===== config.mk =====
export PLATFORM = sky130hd
export DESIGN_NAME = cap_sensor_scanner
export DESIGN_NICKNAME = d
export VERILOG_FILES = /design/src/rtl/cap_sensor_pkg.sv /design/src/rtl/pad_synchronizer.sv /design/src/rtl/cap_sensor_scanner.sv
export SDC_FILE = /design/constraint.sdc
export NUM_CORES = 1
export LEC_CHECK = 0
export ABC_AREA = 1
export ABC_CLOCK_PERIOD_IN_PS = 1700
export CAP_MARGIN = 20
export CORE_MARGIN = 2
export CORE_UTILIZATION = 45
export CTS_BUF_LIST = sky130_fd_sc_hd__clkbuf_8
export DETAILED_ROUTE_END_ITERATION = 6
export PLACE_DENSITY = 0.75
export SETUP_SLACK_MARGIN = 0.05
export SKIP_CTS_REPAIR_TIMING = 1
export SYNTH_ARGS = -nofsm -noshare
export SYNTH_HDL_FRONTEND = slang
export SYNTH_HIERARCHICAL = 1
export SYNTH_SLANG_ARGS = --single-unit

===== constraint.sdc =====
create_clock -name clock -period 1.7 [get_ports clock]
set_input_delay 0.425 -clock clock [delete_from_list [all_inputs] [get_ports clock]]
set_output_delay 0.425 -clock clock [all_outputs]
set_load 0.03 [all_outputs]

===== src/rtl/cap_sensor_pkg.sv =====
// ---------------------------------------------------------------------------
// cap_sensor_pkg
//
// Shared constants, the scanner state type and the reading filter helper
// for the capacitive sensor scanner.
//
// Contents:
//   NUM_PADS       number of sensor pads scanned per sweep
//   READING_W      width of a charge count / stored reading
//   SEL_W          width of the pad select index
//   scan_state_t   DISCHARGE / CHARGE / STORE scanner states
//   blend_reading  (3*old + new) >> 2 smoothing, evaluated at READING_W+2 bits
// ---------------------------------------------------------------------------
package cap_sensor_pkg;

    localparam int NUM_PADS  = 9;
    localparam int READING_W = 32;
    localparam int SEL_W     = 4;

    typedef enum logic [1:0] {
        DISCHARGE = 2'd0,
        CHARGE    = 2'd1,
        STORE     = 2'd2
    } scan_state_t;

    // Two extra bits hold 3*old + new without overflow; the result is
    // truncated back to the reading width after the divide-by-four.
    function automatic logic [READING_W-1:0] blend_reading(
        input logic [READING_W-1:0] old_val,
        input logic [READING_W-1:0] new_val
    );
        logic [READING_W+1:0] sum;
        sum = ({2'b00, old_val} * (READING_W+2)'(3)) + {2'b00, new_val};
        return sum[READING_W+1:2];
    endfunction

endpackage


===== src/rtl/pad_synchronizer.sv =====
// ---------------------------------------------------------------------------
// pad_synchronizer
//
// Two-stage synchronizer bringing the raw, asynchronous pad levels into the
// clock domain. Both stages clear to 0 on reset.
//
// Ports:
//   clock     in   system clock, rising edge
//   reset     in   synchronous active-high reset
//   async_in  in   [WIDTH-1:0] raw pad levels
//   sync_out  out  [WIDTH-1:0] synchronized pad levels (two cycles late)
// ---------------------------------------------------------------------------
module pad_synchronizer
    import cap_sensor_pkg::*;
#(
    parameter int WIDTH = NUM_PADS
) (
    input  logic             clock,
    input  logic             reset,
    input  logic [WIDTH-1:0] async_in,
    output logic [WIDTH-1:0] sync_out
);

    logic [WIDTH-1:0] stage1;

    // First stage may go metastable; only the second stage is used.
    always_ff @(posedge clock) begin
        if (reset) begin
            stage1   <= '0;
            sync_out <= '0;
        end else begin
            stage1   <= async_in;
            sync_out <= stage1;
        end
    end

endmodule


===== src/rtl/cap_sensor_scanner.sv =====
// ---------------------------------------------------------------------------
// cap_sensor_scanner
//
// Scans nine capacitive pads in order 0..8. For each pad the open-drain
// driver first holds the pad low for DISCHARGE_CYCLES cycles, then releases
// it and counts cycles until the synchronized pad level reads high (or the
// count reaches TIMEOUT). The count is stored into that pad's reading slot
// and the scanner moves on to the next pad. scan_done pulses for one cycle
// after pad 8 has been stored.
//
// Build option:
//   CAP_SENSOR_FILTER_EN  when defined, each store writes (3*old + new) >> 2
//                         instead of the raw count.
//
// Parameters:
//   DISCHARGE_CYCLES  cycles the selected pad is held low before charging
//   TIMEOUT           saturation value of the charge count (<= 2^32-1)
//
// Ports:
//   clock            in   system clock, rising edge
//   reset            in   synchronous active-high reset
//   scan_en          in   1 = scanning runs, 0 = park in DISCHARGE
//   pad_in           in   [8:0] raw pad levels
//   pad_drive_low    out  [8:0] 1 = pad pulled low, 0 = released
//   sensor_readings  out  [287:0] pad i reading in bits [32*i+31:32*i]
//   scan_done        out  one-cycle pulse after each complete sweep
// ---------------------------------------------------------------------------
module cap_sensor_scanner
    import cap_sensor_pkg::*;
#(
    parameter int unsigned DISCHARGE_CYCLES = 1000,
    parameter int unsigned TIMEOUT          = 65535
) (
    input  logic                            clock,
    input  logic                            reset,
    input  logic                            scan_en,
    input  logic [NUM_PADS-1:0]             pad_in,
    output logic [NUM_PADS-1:0]             pad_drive_low,
    output logic [NUM_PADS*READING_W-1:0]   sensor_readings,
    output logic                            scan_done
);

    localparam logic [READING_W-1:0] TIMEOUT_VAL = READING_W'(TIMEOUT);
    localparam logic [READING_W-1:0] DISC_LAST   =
        (DISCHARGE_CYCLES == 0) ? READING_W'(0) : READING_W'(DISCHARGE_CYCLES - 1);
    localparam logic [SEL_W-1:0]     SEL_LAST    = SEL_W'(NUM_PADS - 1);

    scan_state_t                          state;
    scan_state_t                          state_next;
    logic [SEL_W-1:0]                     sel;
    logic [SEL_W-1:0]                     sel_next;
    logic [READING_W-1:0]                 disc_count;
    logic [READING_W-1:0]                 disc_count_next;
    logic [READING_W-1:0]                 charge_count;
    logic [READING_W-1:0]                 charge_count_next;
    logic                                 store_en;
    logic                                 scan_done_next;
    logic [READING_W-1:0]                 store_value;
    logic [NUM_PADS-1:0][READING_W-1:0]   readings;
    logic [NUM_PADS-1:0]                  sync_in;
    logic                                 pad_level;

    pad_synchronizer #(
        .WIDTH    (NUM_PADS)
    ) u_sync (
        .clock    (clock),
        .reset    (reset),
        .async_in (pad_in),
        .sync_out (sync_in)
    );

    assign pad_level       = sync_in[sel];
    assign sensor_readings = readings;

`ifdef CAP_SENSOR_FILTER_EN
    assign store_value = blend_reading(readings[sel], charge_count);
`else
    assign store_value = charge_count;
`endif

    // Next-state logic. Dropping scan_en parks the scanner in DISCHARGE on
    // the current pad with the discharge count cleared, so a measurement cut
    // short restarts from a full discharge and nothing is stored.
    always_comb begin
        state_next        = state;
        sel_next          = sel;
        disc_count_next   = disc_count;
        charge_count_next = charge_count;
        store_en          = 1'b0;
        scan_done_next    = 1'b0;

        if (!scan_en) begin
            state_next      = DISCHARGE;
            disc_count_next = '0;
        end else begin
            case (state)
                DISCHARGE: begin
                    if (disc_count == DISC_LAST) begin
                        state_next        = CHARGE;
                        disc_count_next   = '0;
                        charge_count_next = '0;
                    end else begin
                        disc_count_next = disc_count + READING_W'(1);
                    end
                end
                CHARGE: begin
                    // The count only advances while below TIMEOUT, so it
                    // saturates there instead of wrapping.
                    if (pad_level || (charge_count == TIMEOUT_VAL)) begin
                        state_next = STORE;
                    end else begin
                        charge_count_next = charge_count + READING_W'(1);
                    end
                end
                STORE: begin
                    store_en        = 1'b1;
                    scan_done_next  = (sel == SEL_LAST);
                    sel_next        = (sel == SEL_LAST) ? '0 : sel + SEL_W'(1);
                    state_next      = DISCHARGE;
                    disc_count_next = '0;
                end
                default: begin
                    state_next      = DISCHARGE;
                    disc_count_next = '0;
                end
            endcase
        end
    end

    // Only the selected pad is ever released, and only while charging.
    always_comb begin
        pad_drive_low = '1;
        if (state == CHARGE) begin
            pad_drive_low[sel] = 1'b0;
        end
    end

    // Scanner state and counters.
    always_ff @(posedge clock) begin
        if (reset) begin
            state        <= DISCHARGE;
            sel          <= '0;
            disc_count   <= '0;
            charge_count <= '0;
            scan_done    <= 1'b0;
        end else begin
            state        <= state_next;
            sel          <= sel_next;
            disc_count   <= disc_count_next;
            charge_count <= charge_count_next;
            scan_done    <= scan_done_next;
        end
    end

    // Reading bank: one slot written per STORE; reset wins over a store
    // landing on the same edge.
    always_ff @(posedge clock) begin
        if (reset) begin
            readings <= '0;
        end else if (store_en) begin
            readings[sel] <= store_value;
        end
    end

endmodule


==> results of run 1 <==
==> cells by family (layout without fill, tap and decap cells) <==
| group | count (synthesis) | count (layout) | share of synthesized area |
|---|---|---|---|
| xor+xnor | 23 | 23 | 0.01390 |
| compound gates | 622 | 622 | 0.2153 |
| fa+ha+maj | 6 | 6 | 0.005182 |
| flops | 377 | 377 | 0.5209 |
| buf+inv | 237 | 726 | 0.07142 |
| simple gates | 589 | 592 | 0.1732 |
==> worst paths after layout <==
check                             to        startpoint
hold reg to reg   u_sync/sync_out[8]  u_sync/stage1[8]
setup / recovery    pad_drive_low[8]            sel[0]
setup reg to reg    charge_count[17]    disc_count[19]
hold / removal      u_sync/stage1[1]         pad_in[1]
==> per-stage QoR <==
step	total power (W)	setup TNS, ns	worst slack [ns]
3_3_place_gp	0.009335	-122.38	-0.4177
4_1_cts	0.01663	-133.01	-0.8971
5_1_grt	0.01711	-13.77	-0.5301
2_1_floorplan	0.009207	0	0.06982
6_report	0.01656	-6.463	-0.4833
3_5_place_dp	0.009341	-131.09	-0.4768
==> Yosys cell counts, drive strengths merged <==
master and instances:
a22oi 1, nand2 235, xnor2 3, clkbuf 66
or2 2, nand3 129, inv 85, buf 58
clkinv 28, and2 1, dfxtp 377, o22ai 3
xor2 20, ha 6, nor3 32, nor2 176
nor4 5, o21ai 301, nand4 9, a21oi 317
==> power by group through the flow <==
| stage | registers, W | logic (W) | clock network, W |
|---|---|---|---|
| finish | 0.00887 | 0.000300 | 0.00739 |
| global route | 0.00886 | 0.000321 | 0.00793 |
| CTS | 0.00886 | 0.000284 | 0.00748 |
| detailed placement | 0.00906 | 0.000283 | 0 |
| global placement | 0.00906 | 0.000278 | 0 |
| floorplan | 0.00906 | 0.000151 | 0 |
==> cell usage in the layout, fill, tap and decap left out, types with 4 or more instances in the layout <==
master	n
inv_2	13
clkinv_2	5
dfxtp_2	26
buf_4	171
a21oi_1	299
nor2_1	141
a21oi_2	18
nand2_8	5
dfxtp_1	351
ha_4	4
clkbuf_2	265
clkbuf_16	7
xor2_1	20
nand2_1	209
clkinv_1	26
nand3_4	5
nor3_4	4
buf_6	16
o21ai_0	255
buf_2	13
inv_1	89
buf_12	26
clkbuf_4	4
clkbuf_8	70
nor4_1	5
nor3_2	6
nand3_2	14
nand4_1	9
clkdlybuf4s50_1	11
nor2_2	18
nand2_2	20
nor2_4	17
o21ai_1	35
nor3_1	22
nand3_1	110
o21ai_2	10
nand2_4	4
==> registers in the layout, summed over array words and instances (netlist names) <==
| register | cells |
|---|---|
| charge_count | 32 |
| disc_count | 32 |
| scan_done | 1 |
| sel | 4 |
| sensor_readings | 288 |
| state | 2 |
| u_sync/stage1 | 9 |
| u_sync/sync_out | 9 |
==> critical path, delay by kind of cell, from the launching register on <==
kind                     cells  cell delay, ns
flip-flops                   1            0.33
adder cells (fa/ha/maj)      1            0.13
AND/OR/NAND/NOR              2            0.31
buffers and inverters        4            0.38
==> layer usage <==
metal	up-vias	wire [um]	GRT usage
met5	-	0	0
met4	0	2271	0.1296
met3	163	5007	0.05111
met2	783	24130	0.4568
met1	7039	21610	0.3707
li1	7190	-	-
==> final cells by class <==
class,instances,area (um2),area share
clock inverter,29,176.4,0.008847
timing repair buffer,514,3706,0.1859
multi-input combinational,1243,6570,0.3295
sequential,377,7580,0.3801
clock buffer,70,963.4,0.04832
inverter,113,441.7,0.02215
tap,402,503.0,0.02522
==> summary.txt, run 1 <==
Run status
  • Status: finished with violations
  • Failing checks: setup timing

Clock network
  • Htree depth: 2
  • CTS Buffer Depth: 3
  • CTS clk-pin slew, worst paths: 0.06 ns
  • CTS Root Cell: clkbuf_8
  • Clk_lat worst skew: 0.62 ns
  • TritonCTS clock tree: built
  • Clock tree sinks: 377
  • CTS buffer count: 59

Synthesis
  • Register area share after synthesis: 0.5209
  • Synthesized instance count: 1854
  • Post-Syn Nets: 1872
  • Synthesized area: 14490 um2
  • Synthesis Warnings: 6
  • Yosys top cell by area: dfxtp_1
  • Synth top area share: 0.5209
  • Syn avg cell area: 7.814 um2
  • Seq cells post-synth: 377
  • Synth area leaders: dfxtp_1 (52%), a21oi_1 (11%), o21ai_0 (10%)
  • Cell variety after synth: 31

Timing
  • Minimum clock period after layout: 2.183 ns
  • Tightest Pin Transition: 0.5419 ns
  • Final Slew Violations: 0
  • Period Utilization, post-route: 1.284
  • Clk_skew: 0.02361 ns
  • RSZ-0062 raised after global routing: yes
  • Setup ws final: -0.4833 ns
  • Hold slack: 0.3273 ns
  • Final setup violation count: 54
  • Max-slew headroom: 0.6365
  • Fmax: 0.4580 GHz
  • Hold Fails Final Rpt: 0

Power and ir drop
  • Power Internal: 0.01286 W
  • Sw Ratio: 0.2230
  • Seq pwr share: 0.535
  • Sw power: 0.003693 W
  • Clock share of power: 0.446
  • Pleak: 8.444 nW
  • Logic pwr share: 0.018
  • Power density cells: 830.4 nW/um2
  • Max VDD drop: 0.0005264 V

Routing
  • Avg WL per Cell: 19.29 um
  • First-pass DRT Iterations: 6
  • Final ANT Viol Nets: 0
  • DR DRC count: 0
  • Routed WL: 53020 um
  • DR vias/cell: 5.522
  • DRT iter0 DRCs: 1352
  • Routed vias: 15180

Critical path
  • Worst reg-to-reg setup slack: -0.12 ns
  • Slowest stage cell on the critical path: dfxtp_2
  • Slowest stage delay, CP: 0.33 ns
  • Worst Setup End Kind: output pin
  • CP arrival: 1.76 ns
  • CP Data Required Time: 1.27 ns
  • R2r worst-path depth: 12
  • Most frequent CP cell: buf_6
  • Startpoint types: flip-flop
  • Worst-path fanout max: 5
  • Kind of critical path: reg -> out
  • CP Cell Sequence: buf_6 -> inv_8 -> ha_4 -> inv_4 -> nor3_4 -> nand2_2 -> buf_6

Floorplan
  • Core area: 31640 um2
  • Starting density of the core: 0.4579
  • I/O pins: 310
  • Die Ht: 183.4 um
  • Full die area: 33650 um2
  • Die width: 183.4 um
  • # rows: 65

Placed design
  • Post-Place Cells: 2617
  • Hpwl dp: 35120 um
  • Post-Place Cell Area: 19110 um2
  • GPL Wtd Cong: 0.9323
  • Port Buffer Count: 309

Layout
  • Diode count: 0
  • Layout Cells excl Fill: 2748
  • Share of layout cells above drive strength 1: 0.3214
  • Finished Cell Area: 19940 um2
  • Core Util, Final: 0.6303
  • Layout fillers: 2693
  • Area growth syn-to-layout: 37.64%
  • Fin nets: 2326

Hold path
  • Hold/Removal Path Class: in -> reg
  • WHS Path Cells: 3

Global routing
  • Gr ovfl total: 0
  • Largest net degree at the start of global routing: 79
  • Initial antenna violation count: 1
  • Global-route usage over all layers: 0.2834
  • First-pass GRT wire length: 75130 um
  • Vias in the first global route: 13520

Run
  • Max-cap violations: 0
(Power assumes the default switching activity.)
==> inputs of run 2 (changes only) <==
--- a/config.mk
+++ b/config.mk
@@ -19,3 +19,4 @@
 export SYNTH_HDL_FRONTEND = slang
 export SYNTH_HIERARCHICAL = 1
 export SYNTH_SLANG_ARGS = --single-unit
+export TNS_END_PERCENT = 1
==> constraint.sdc (replaced) <==
create_clock -name clock -period 1.7 [get_ports clock]
set_input_delay 0.255 -clock clock [delete_from_list [all_inputs] [get_ports clock]]
set_output_delay 0.255 -clock clock [all_outputs]
set_load 0.03 [all_outputs]
==> summary.txt, run 2 (synthesis results as in run 1) <==
Layout
  • Area growth syn-to-layout: 48.52%
  • Largest register FFs: 288
  • Most common cell after layout, fill and taps aside: dfxtp_1
  • Diode count: 0
  • Core Util, Final: 0.6801
  • Share of layout cells above drive strength 1: 0.1675
  • Commonest cells after routing, fill and taps aside: dfxtp_1 (367), a21oi_1 (312), dlymetal6s2s_1 (289)
  • Fin nets: 2309

Hold path
  • Hold/Removal Path Class: in -> reg

Placed design
  • Port Buffer Count: 309
  • Hpwl dp: 34910 um
  • GPL Wtd Cong: 0.9512

Critical path
  • Worst-path fanout max: 4
  • Most frequent CP cell: nor2_4
  • R2R Path End: charge_count[3]
  • Worst Setup End Kind: output pin
  • CP Cell Sequence: buf_4 -> nor2_4 -> inv_4 -> nor2_4 -> nand2_2 -> buf_6
  • Kind of critical path: reg -> out
  • R2r worst-path depth: 11
  • Slowest stage cell on the critical path: dfxtp_4
  • Worst reg-to-reg setup slack: -0.11 ns
  • CP Data Required Time: 1.44 ns
  • Slowest stage delay, CP: 0.36 ns
  • Worst setup startpoint: sel[2]
  • CP endpoint: pad_drive_low[0]
  • Startpoint types: flip-flop
  • R2R Path Start: sel[0]
  • CP arrival: 1.74 ns

Clock network
  • Clock tree sinks: 377
  • CTS clk-pin slew, worst paths: 0.07 ns
  • CTS Root Cell: clkbuf_8
  • CTS buffer count: 59
  • Clk_lat worst skew: 0.63 ns
  • Htree depth: 2
  • TritonCTS clock tree: built
  • CTS Buffer Depth: 3

Floorplan
  • Starting density of the core: 0.4579
  • I/O pins: 310
  • Die width: 183.4 um
  • Full die area: 33650 um2
  • # rows: 65
  • Core area: 31640 um2
  • Die Ht: 183.4 um

Routing
  • DR DRC count: 0
  • Met2 routed WL: 24250 um
  • Final ANT Viol Nets: 0
  • Routed vias: 14990
  • Avg WL per Cell: 19.12 um
  • Met3 routed WL: 3985 um
  • Top Metal Used: met4
  • First-pass DRT Iterations: 5
  • DRT iter0 DRCs: 1218
  • Routed WL: 52320 um
  • Wire length on met1: 21670 um
  • DR vias/cell: 5.477

Power and ir drop
  • Pleak: 13.28 nW
  • Final Power: 0.01693 W
  • Max VDD drop: 0.0005624 V
  • Power density cells: 786.7 nW/um2

Run
  • Max-cap violations: 0

Timing
  • Period Utilization, post-route: 1.176
  • Max-slew headroom: 0.6401
  • Hold Fails Final Rpt: 0
  • Fmax: 0.5002 GHz
  • Clk_skew: 0.03832 ns
  • RSZ-0062 raised after global routing: yes
  • Final setup TNS: -4.859 ns
  • Final setup violation count: 43
  • Final Slew Violations: 0
  • Setup ws final: -0.2992 ns
  • Tightest Pin Transition: 0.5365 ns
  • Minimum clock period after layout: 1.999 ns

Global routing
  • Vias in the first global route: 13570
  • First-pass GRT wire length: 75330 um
  • Initial antenna violation count: 1
  • Largest net degree at the start of global routing: 84
  • Gr ovfl total: 0
  • Global-route usage over all layers: 0.2851

Run status
  • Status: finished with violations
  • Failing checks: setup timing
[run 2: cell count changes in the layout (fill, tap and decap cells not counted), moves of 16 or more]
cell	delta
clkbuf_2	-265
dlymetal6s2s_1	+289
o21ai_0	-28
dfxtp_1	+16
o21ai_1	+39
dfxtp_2	-18
[run 2: cell type report]
| class | instances | area, um2 |
|---|---|---|
| flip-flops and latches | 377 | 7565 |
| well taps | 402 | 503.0 |
| multi-input cells | 1240 | 6242 |
| fillers | 2452 | 10120 |
| inverters | 113 | 436.7 |
| clock buffers | 74 | 1018 |
| clock inverters | 31 | 206.4 |
| repair buffers | 500 | 5545 |
[run 2: worst min path at each step]
stage / start / endpoint / slack (ns) / cells past startpoint
2_1_floorplan: pad_in[0] / u_sync/stage1[0] / 0.36 / 2
3_3_place_gp: u_sync/stage1[3] / u_sync/sync_out[3] / 0.40 / 2
3_5_place_dp: u_sync/stage1[3] / u_sync/sync_out[3] / 0.39 / 2
4_1_cts: pad_in[6] / u_sync/stage1[6] / 0.10 / 3
5_1_grt: pad_in[6] / u_sync/stage1[6] / 0.15 / 3
6_report: pad_in[6] / u_sync/stage1[6] / 0.14 / 3
[run 2: where the power goes]
| part | switching, W | leakage (nW) | internal, W |
|---|---|---|---|
| combinational | 0.000169 | 9.53 | 0.0000962 |
| clock | 0.00357 | 0.705 | 0.00423 |
| sequential | 0.00000863 | 3.04 | 0.00885 |
[run 2: per-layer routing]
| layer | vias up | global-route usage |
|---|---|---|
| met5 | - | 0 |
| met4 | 0 | 0.1434 |
| met3 | 142 | 0.05388 |
| met2 | 725 | 0.4611 |
| met1 | 6984 | 0.3652 |
| li1 | 7139 | - |
[run 2: worst max-delay path: cells and delay by family, from the launching register on]
family / cells / cell delay [ns]
buffers and inverters: 3 / 0.37
flip-flops: 1 / 0.36
AND/OR/NAND/NOR: 3 / 0.37
[run 2: metrics by stage]
step                      std cells  setup slack, ns  cell area, um2  hold slack, ns
after floorplan                1854          0.06152           14490          0.3620
after global placement         2622          -0.2974           19080          0.3966
after detailed placement       2622          -0.3494           19080          0.3939
after CTS                      2727          -0.8934           20310          0.1013
after global routing           2737          -0.3569           21520          0.1513
final                          2737          -0.2992           21520          0.1399
